`src/rtl/lights_sequencer.sv`:
```
// Light sequencer: steps an RGB colour code 1..6 on button presses or a dwell timer,
// with a forced-white override. Optional button debouncer under LIGHTS_SEQ_DEBOUNCE_EN.
module lights_sequencer #(
  parameter int DWELL_W      = 16,
  parameter int DWELL_CYCLES = 1000,
  parameter int DEB_CYCLES   = 8
) (
  input  logic       clk,
  input  logic       rst,
  input  logic       button,
  input  logic       auto_en,
  input  logic       white_req,
  output logic [2:0] colour,
  output logic       enable,
  output logic       sel,
  output logic       light_valid
);

  typedef enum logic [1:0] {INIT = 2'd0, WHITE = 2'd1, FETCH = 2'd2, SHOW = 2'd3} state_t;

  localparam logic [DWELL_W-1:0] DWELL_LAST = DWELL_W'(DWELL_CYCLES - 1);

  // Elaboration-time parameter sanity checks
  if (DEB_CYCLES < 1) begin : g_deb_chk
    $error("DEB_CYCLES must be at least 1");
  end
  if ((DWELL_CYCLES < 2) || (longint'(DWELL_CYCLES) > ((longint'(1) << DWELL_W) - 1))) begin : g_dwell_chk
    $error("DWELL_CYCLES out of range for DWELL_W");
  end

  state_t             state_r, state_s;
  logic [2:0]         colour_r, colour_s;
  logic [DWELL_W-1:0] dwell_r, dwell_s;
  logic               sync1_r, sync2_r, level_s, prev_r, armed_r;
  logic               press_s, expire_s, settled_s;
  logic               sel_r, enable_r, valid_r;

  function automatic logic [2:0] next_colour(input logic [2:0] c);
    if ((c >= 3'd6) || (c == 3'd0)) return 3'd1;
    else return c + 3'd1;
  endfunction

  // {sel, enable, light_valid} for a given state
  function automatic logic [2:0] decode_outputs(input state_t s);
    case (s)
      INIT:    return 3'b000;
      WHITE:   return 3'b001;
      FETCH:   return 3'b110;
      SHOW:    return 3'b111;
      default: return 3'b000;
    endcase
  endfunction

  // Two-flop synchroniser for the asynchronous button
  always_ff @(posedge clk or negedge rst) begin
    if (!rst) begin
      sync1_r <= 1'b0;
      sync2_r <= 1'b0;
    end else begin
      sync1_r <= button;
      sync2_r <= sync1_r;
    end
  end

`ifdef LIGHTS_SEQ_DEBOUNCE_EN
  localparam int SETTLE = 2 + DEB_CYCLES;
  localparam int DEB_W  = $clog2(DEB_CYCLES + 1);
  logic [DEB_W-1:0] deb_cnt_r;
  logic             filt_r;

  // Filtered level flips only after DEB_CYCLES consecutive differing samples
  always_ff @(posedge clk or negedge rst) begin
    if (!rst) begin
      deb_cnt_r <= '0;
      filt_r    <= 1'b0;
    end else if (sync2_r == filt_r) begin
      deb_cnt_r <= '0;
    end else if (deb_cnt_r == DEB_W'(DEB_CYCLES - 1)) begin
      deb_cnt_r <= '0;
      filt_r    <= sync2_r;
    end else begin
      deb_cnt_r <= deb_cnt_r + DEB_W'(1);
    end
  end

  assign level_s = filt_r;
`else
  localparam int SETTLE = 2;
  assign level_s = sync2_r;
`endif

  // The pipeline reads 0 right after reset even with the button held; arming waits
  // until the level can reflect the real button, so a held button needs a release first.
  localparam int SET_W = $clog2(SETTLE + 1);
  logic [SET_W-1:0] settle_r;
  assign settled_s = (settle_r == SET_W'(SETTLE));

  // Press edge detector with post-reset arming
  always_ff @(posedge clk or negedge rst) begin
    if (!rst) begin
      prev_r   <= 1'b0;
      armed_r  <= 1'b0;
      settle_r <= '0;
    end else begin
      prev_r   <= level_s;
      armed_r  <= armed_r | (settled_s & ~level_s);
      settle_r <= settled_s ? settle_r : (settle_r + SET_W'(1));
    end
  end

  assign press_s  = level_s & ~prev_r & armed_r;
  assign expire_s = auto_en & (dwell_r == DWELL_LAST);

  // Next-state, colour and dwell counter logic
  always_comb begin
    state_s  = state_r;
    colour_s = colour_r;
    dwell_s  = '0;
    case (state_r)
      INIT: begin
        state_s = WHITE;
      end
      WHITE: begin
        if (!white_req && press_s) state_s = FETCH;
        else state_s = WHITE;
      end
      FETCH: begin
        if (white_req) state_s = WHITE;
        else state_s = SHOW;
      end
      SHOW: begin
        if (white_req) begin
          state_s = WHITE;
        end else if (press_s || expire_s) begin
          state_s  = FETCH;
          colour_s = next_colour(colour_r);
        end else if (auto_en) begin
          dwell_s = dwell_r + DWELL_W'(1);
        end else begin
          dwell_s = dwell_r;
        end
      end
      default: begin
        state_s = INIT;
      end
    endcase
  end

  // State, colour, dwell and registered output decode
  always_ff @(posedge clk or negedge rst) begin
    if (!rst) begin
      state_r  <= INIT;
      colour_r <= 3'd1;
      dwell_r  <= '0;
      sel_r    <= 1'b0;
      enable_r <= 1'b0;
      valid_r  <= 1'b0;
    end else begin
      state_r  <= state_s;
      colour_r <= colour_s;
      dwell_r  <= dwell_s;
      {sel_r, enable_r, valid_r} <= decode_outputs(state_s);
    end
  end

  assign colour      = colour_r;
  assign sel         = sel_r;
  assign enable      = enable_r;
  assign light_valid = valid_r;

endmodule

```
`config.mk`:
```
export PLATFORM = sky130hd
export DESIGN_NAME = lights_sequencer
export DESIGN_NICKNAME = d
export VERILOG_FILES = /design/src/rtl/lights_sequencer.sv
export SDC_FILE = /design/constraint.sdc
export NUM_CORES = 1
export LEC_CHECK = 0
export CAP_MARGIN = 20
export CORE_AREA = 3 3 58 60
export DETAILED_ROUTE_END_ITERATION = 12
export DIE_AREA = 0 0 61 63
export HOLD_SLACK_MARGIN = 0.15
export PLACE_DENSITY = 0.68
export SKIP_CTS_REPAIR_TIMING = 1
export SLEW_MARGIN = 15
export SYNTH_ARGS = -nofsm -noshare
export SYNTH_HDL_FRONTEND = slang
export SYNTH_SLANG_ARGS = --single-unit
export TNS_END_PERCENT = 30
```
`constraint.sdc`:
```
create_clock -name clk -period 2.3 [get_ports clk]
set_clock_uncertainty 0.05 [all_clocks]
set_input_delay 0.46 -clock clk [delete_from_list [all_inputs] [get_ports clk]]
set_output_delay 0.46 -clock clk [all_outputs]
set_load 0.1 [all_outputs]
```
Word-level counts from Yosys, hierarchy flattened
Cells that the tools add are included.

word-level totals
  output and inout bits = 6
  register bits = 30

cells by class
  reduce and logical (&&, ||, !) cells = 8
  equality and inequality tests = 9
  add/subtract/negate cells = 3
  magnitude comparators = 1
  mux-type cells = 11
  bitwise operators = 8

operator list
  operator                                                            number
  16-bit 2-to-1 mux                                                   4
  16-bit by 1-bit adder with 16-bit output (second input constant)    1
  16-bit by 10-bit == test with 1-bit output (second input constant)  1
  3-bit case mux with 4 select lines                                  1
  2-bit == test (second input constant)                               5
  2-bit 2-to-1 mux                                                    4
  2-bit case mux with 4 select lines                                  1
  1-bit bitwise AND                                                   4
  2-bit by 1-bit == test with 1-bit output (second input constant)    2
  2-bit logical NOT                                                   2
  4-bit != test (second input constant)                               1
  3-bit by 1-bit adder with 3-bit output (second input constant)      1
  3-bit >= comparator (second input constant)                         1
  3-bit logical NOT                                                   1
  3-bit 2-to-1 mux                                                    1
  1-bit inverter                                                      3
  3-bit AND reduction                                                 1
  2-bit by 1-bit adder with 2-bit output (second input constant)      1
  1-bit logical OR                                                    2
  1-bit logical AND                                                   1
  1-bit logical NOT                                                   1
  1-bit bitwise OR                                                    1

Longest topological paths before layout
  depth after elaboration = 9
  gate-level depth with buffers = 7
  depth with buffers taken out = 6

Worst setup path before layout
No wires, ideal clock.

  path kind = flip-flop to flip-flop
  from = register colour_r[1] (netlist: colour[1])
  to = register colour_r[1] (netlist: colour[1])
  period minus slack after synthesis = 1,919 ps
  buffers on the path = 0
  stages on the path, launching flop included = 5
  path slack = 381 ps
  required time = 2,127 ps
  arrival = 1,745 ps
  cells stage by stage = dfrtp_1 inv_1 ha_1 nor3b_1 a22o_1

on the way
  cells in the longest elaborated chain, start to end = 3
  elaborated cells between the ends (all ways) = 5

RTL lines
  element                                                          RTL line  RTL
  from (decl)                                                      32        logic [2:0] colour_r, colour_s;
  from (signal assigned)                                           160       colour_r <= colour_s;
  3-bit >= comparator / 3-bit logical NOT (equally long branches)  39        if ((c >= 3'd6) || (c == 3'd0)) return 3'd1;
  1-bit logical OR                                                 39
  3-bit 2-to-1 mux *                                               39

Every way passes the cells marked *; elsewhere a longest branch is shown, timed or not.
A chain may end at the register's enable or synchronous reset.

Worst setup path after layout
  from = register dwell_r[10]
  to = register valid_r (netlist: light_valid)

on the way
  cells in the longest elaborated chain, start to end = 8
  elaborated cells between the ends (all ways) = 11

RTL lines
  element                                       RTL line  RTL
  from (decl)                                   33        logic [DWELL_W-1:0] dwell_r, dwell_s;
  from (signal assigned)                        161       dwell_r <= dwell_s;
  16-bit by 10-bit == test with 1-bit output *  112       assign expire_s = auto_en & (dwell_r == DWELL_LAST);
  1-bit bitwise AND *                           112
  1-bit logical OR *                            134       end else if (press_s || expire_s) begin
  2-bit 2-to-1 mux *                            134
  2-bit 2-to-1 mux *                            132       if (white_req) begin
  2-bit case mux with 4 select lines *          119       case (state_r)
  2-bit == test (tied with other cells)         45        case (s)
  3-bit case mux with 4 select lines *          45
  to (signal assigned)                          162       {sel_r, enable_r, valid_r} <= decode_outputs(state_s);
  to (decl)                                     36        logic sel_r, enable_r, valid_r;

Marked as above.

==> results.md <==
- Crit Path Class: reg -> reg
- Total track usage: between 10 and 15%
- Power Density: around 760 mW/mm2
- H-Tree Level Count: 2
- # DRC: 0
- Synth Area in Compound Gates: 12.7%
- M1 GR Usage: roughly 18%
- Met3 Track Usage GR: 3.93%
- Setup crit start kind: flop
- Critical Path End Type: flop
- Drt pass-1 iters: 4
- Slew headroom: 56.5%
- Post-DRT Antenna Nets: 0
- CP peak stage delay: approximately 550 ps
- Cts bufs inserted: 5
- RSZ-0062 raised after global routing: false
- Synthesized flop and latch total: 29
- Max-slew violation count: 0
- Simple-Gate Fraction of Synth Area: 22.5%
- Crit path required time: ~2500 ps
- Crit-path cells: or4b_4 > nor4_4 > a21oi_2 > or3b_1
- Die X-Extent: roughly 61 um
- Cell Count, Final, Fillers Out: 189
- Port bufs: 10
- Antenna violations before repair: 0
- Fin crit share: 86.3%
- Fmax: 0.504 GHz
- Root buffer cell: clkbuf_4
- Vias in the first global route: 1008
- Status: finished, final reports clean
- Die area: 0.00384 mm2
- Post-route setup TNS: 0 ps
- Share of layout cells above drive strength 1: roughly 17%
- Final setup fails: 0
- Routed WL: 2520 um
- Initial Utilization: 48.6%
- Synthesized area: 0.00145 mm2
- DR vias/cell: between 5 and 6
- Largest net degree at the start of global routing: 30
- Sequential-to-total area share from yosys stat: 50.3%
- Commonest non-fill, non-tap cell in the layout: dfrtp_1
- Worst ir drop on vdd: 0.251 mV
- Mean post-synth cell area: 10.6 um2
- Minimum clock period: 1980 ps
- Synth Area in Adders: 3.46%
- Layout Utilization: a little over half
- Hpwl dp: approximately 1800 um
- Fillcell total: about 260
- CP delay by family, top: simple AND/OR/NAND/NOR gates
- Slowest-stage cell, CP: or4b_4
- Crit path max fanout: 6
- Clock-pin slew of the registers on the worst-case setup and hold paths: about 90 ps
- Worst-Skew Late Latency: 320 ps
- Area growth syn-to-layout: 13.0%
- Worst Hold Class: reg -> reg
- Busiest grt layer: met2
- Syn Inst Count: 136
- Hold slack: roughly 320 ps
- Core area: 0.00298 mm2
- Hold Vio Cnt, Final: 0
- Syn. warnings: 0
- Clock Sinks: 29
- GPL Wtd Cong: roughly 0.77
- Placed insts: 181
- Rows: 20
- Max cap viols: 0
- Pleak: 0.664 nW
- Overflow after GRT: 0
- Antenna diode count: 0
- Synth cell types: 43
- Worst Path Arrival: 2140 ps
- Syn_nets: 145
- Bufs on Longest Clock Path: 2
- Mean routed wirelength per cell: 13.3 um
- GR Util met2: 22.9%
- CTS tree: built
- Main combinational cell family by area after synthesis: simple AND/OR/NAND/NOR gates
- Num ports: 11
- Most frequent cells in the layout: dfrtp_1, nor2_1, buf_4
- Vias: 1064
- Nets: between 150 and 200
- Worst path bufs/invs: 0
- Global-route wire length before repair: 4200 um
- XOR/XNOR Fraction of Synth Area: 5.45%
- Worst slew pin tran: 645 ps
- Die H: 63 um
- Iteration-0 DRC Markers: 57
- Mux contribution to synthesized area: about 1.4%
where the power goes:
part / switching [mW] / internal (mW) / leakage, nW
logic: 0.280 / 0.104 / 0.260
registers: 0.0314 / 0.544 / 0.372
clock network: 0.169 / 0.116 / 0.0320
total: 0.480 / 0.764 / 0.664
logic make-up (layout without fill, tap and decap cells):
family                     count (synthesis)  after routing
muxes                                      2              2
adders and majority gates                  4              4
DFF                                       29             29
and+or+nand+nor                           54             54
xor gates and xnor gates                   9              9
AOI/OAI and AO/OA                         28             28
buffers and inverters                     10             30
area by class of cell:
class                   count  area (um2)  area share [%]
flip-flops and latches     29         727            44.5
multi-input cells          97         658            40.3
repair buffers             17         138            8.42
clock buffers               6        41.3            2.53
well taps                  33        41.3            2.53
inverters                   5        18.8            1.15
clock inverters             2        10.0           0.613
path summary, 6_finish.rpt:
| kind | start | endpoint | slack (ps) | cells past startpoint |
|---|---|---|---|---|
| max | dwell_r[10] | light_valid | 320 | 4 |
| min | sync1_r | level_s | 320 | 0 |
| max reg2reg | dwell_r[10] | light_valid | 320 | 4 |
| min reg2reg | sync1_r | level_s | 320 | 0 |
| max in group asynchronous | rst | colour[0] | 1440 | 2 |
| min in group asynchronous | rst | dwell_r[10] | 460 | 2 |
sequential cells by signal, indices dropped and copies added, names as in the netlist:
name and cells:
settle_r 2, armed_r 1, sync1_r 1, dwell_r 16
enable 1, state_r 2, level_s 1, light_valid 1
colour 3, prev_r 1
layer usage:
metal | part of all wire [%] | vias up
met2 | 48 | 27
li1 | - | 534
met1 | 46 | 497
met5 | 0 | -
met4 | 1.8 | 0
met3 | 4.5 | 6
metrics by stage:
| stage | setup WS, ps | power, mW | instance area (um2) |
|---|---|---|---|
| 6_report | 316 | 1.24 | 1630 |
| 3_3_place_gp | 159 | 0.957 | 1580 |
| 5_1_grt | 197 | 1.32 | 1630 |
| 4_1_cts | 314 | 1.27 | 1630 |
| 2_1_floorplan | 381 | 0.882 | 1450 |
| 3_5_place_dp | 131 | 0.975 | 1580 |
worst reg2reg max path: cells and delay by family, from the launching register on:
kind / cells / cell delay, ps
flops: 1 / 440
simple gates: 3 / 1290
compound gates: 1 / 100
synth_stat cells (all sizes together):
library cell / number / area (um2)
dfrtp: 28 / 701
nor2: 14 / 52.6
a21oi: 10 / 53.8
nand2: 8 / 30.0
o21ai: 6 / 30.0
xor2: 6 / 52.6
inv: 5 / 18.8
or3: 5 / 32.5
buf: 4 / 38.8
ha: 4 / 50.1
nand3: 4 / 20.0
nand4: 4 / 25.0
o31ai: 4 / 30.0
or4: 4 / 30.0
o311ai: 3 / 26.3
xnor2: 3 / 26.3
and3: 2 / 13.8
and4: 2 / 17.5
mux2i: 2 / 20.0
nor4: 2 / 27.5
or3b: 2 / 17.5
a211oi: 1 / 7.51
a21o: 1 / 7.51
a22o: 1 / 8.76
a32o: 1 / 10.0
and2: 1 / 6.26
and3b: 1 / 8.76
clkbuf: 1 / 3.75
dfstp: 1 / 26.3
nand3b: 1 / 7.51
nand4b: 1 / 8.76
nor2b: 1 / 6.26
nor3b: 1 / 7.51
o21ba: 1 / 10.0
or4b: 1 / 13.8
Power figures use the tool's default switching activity.
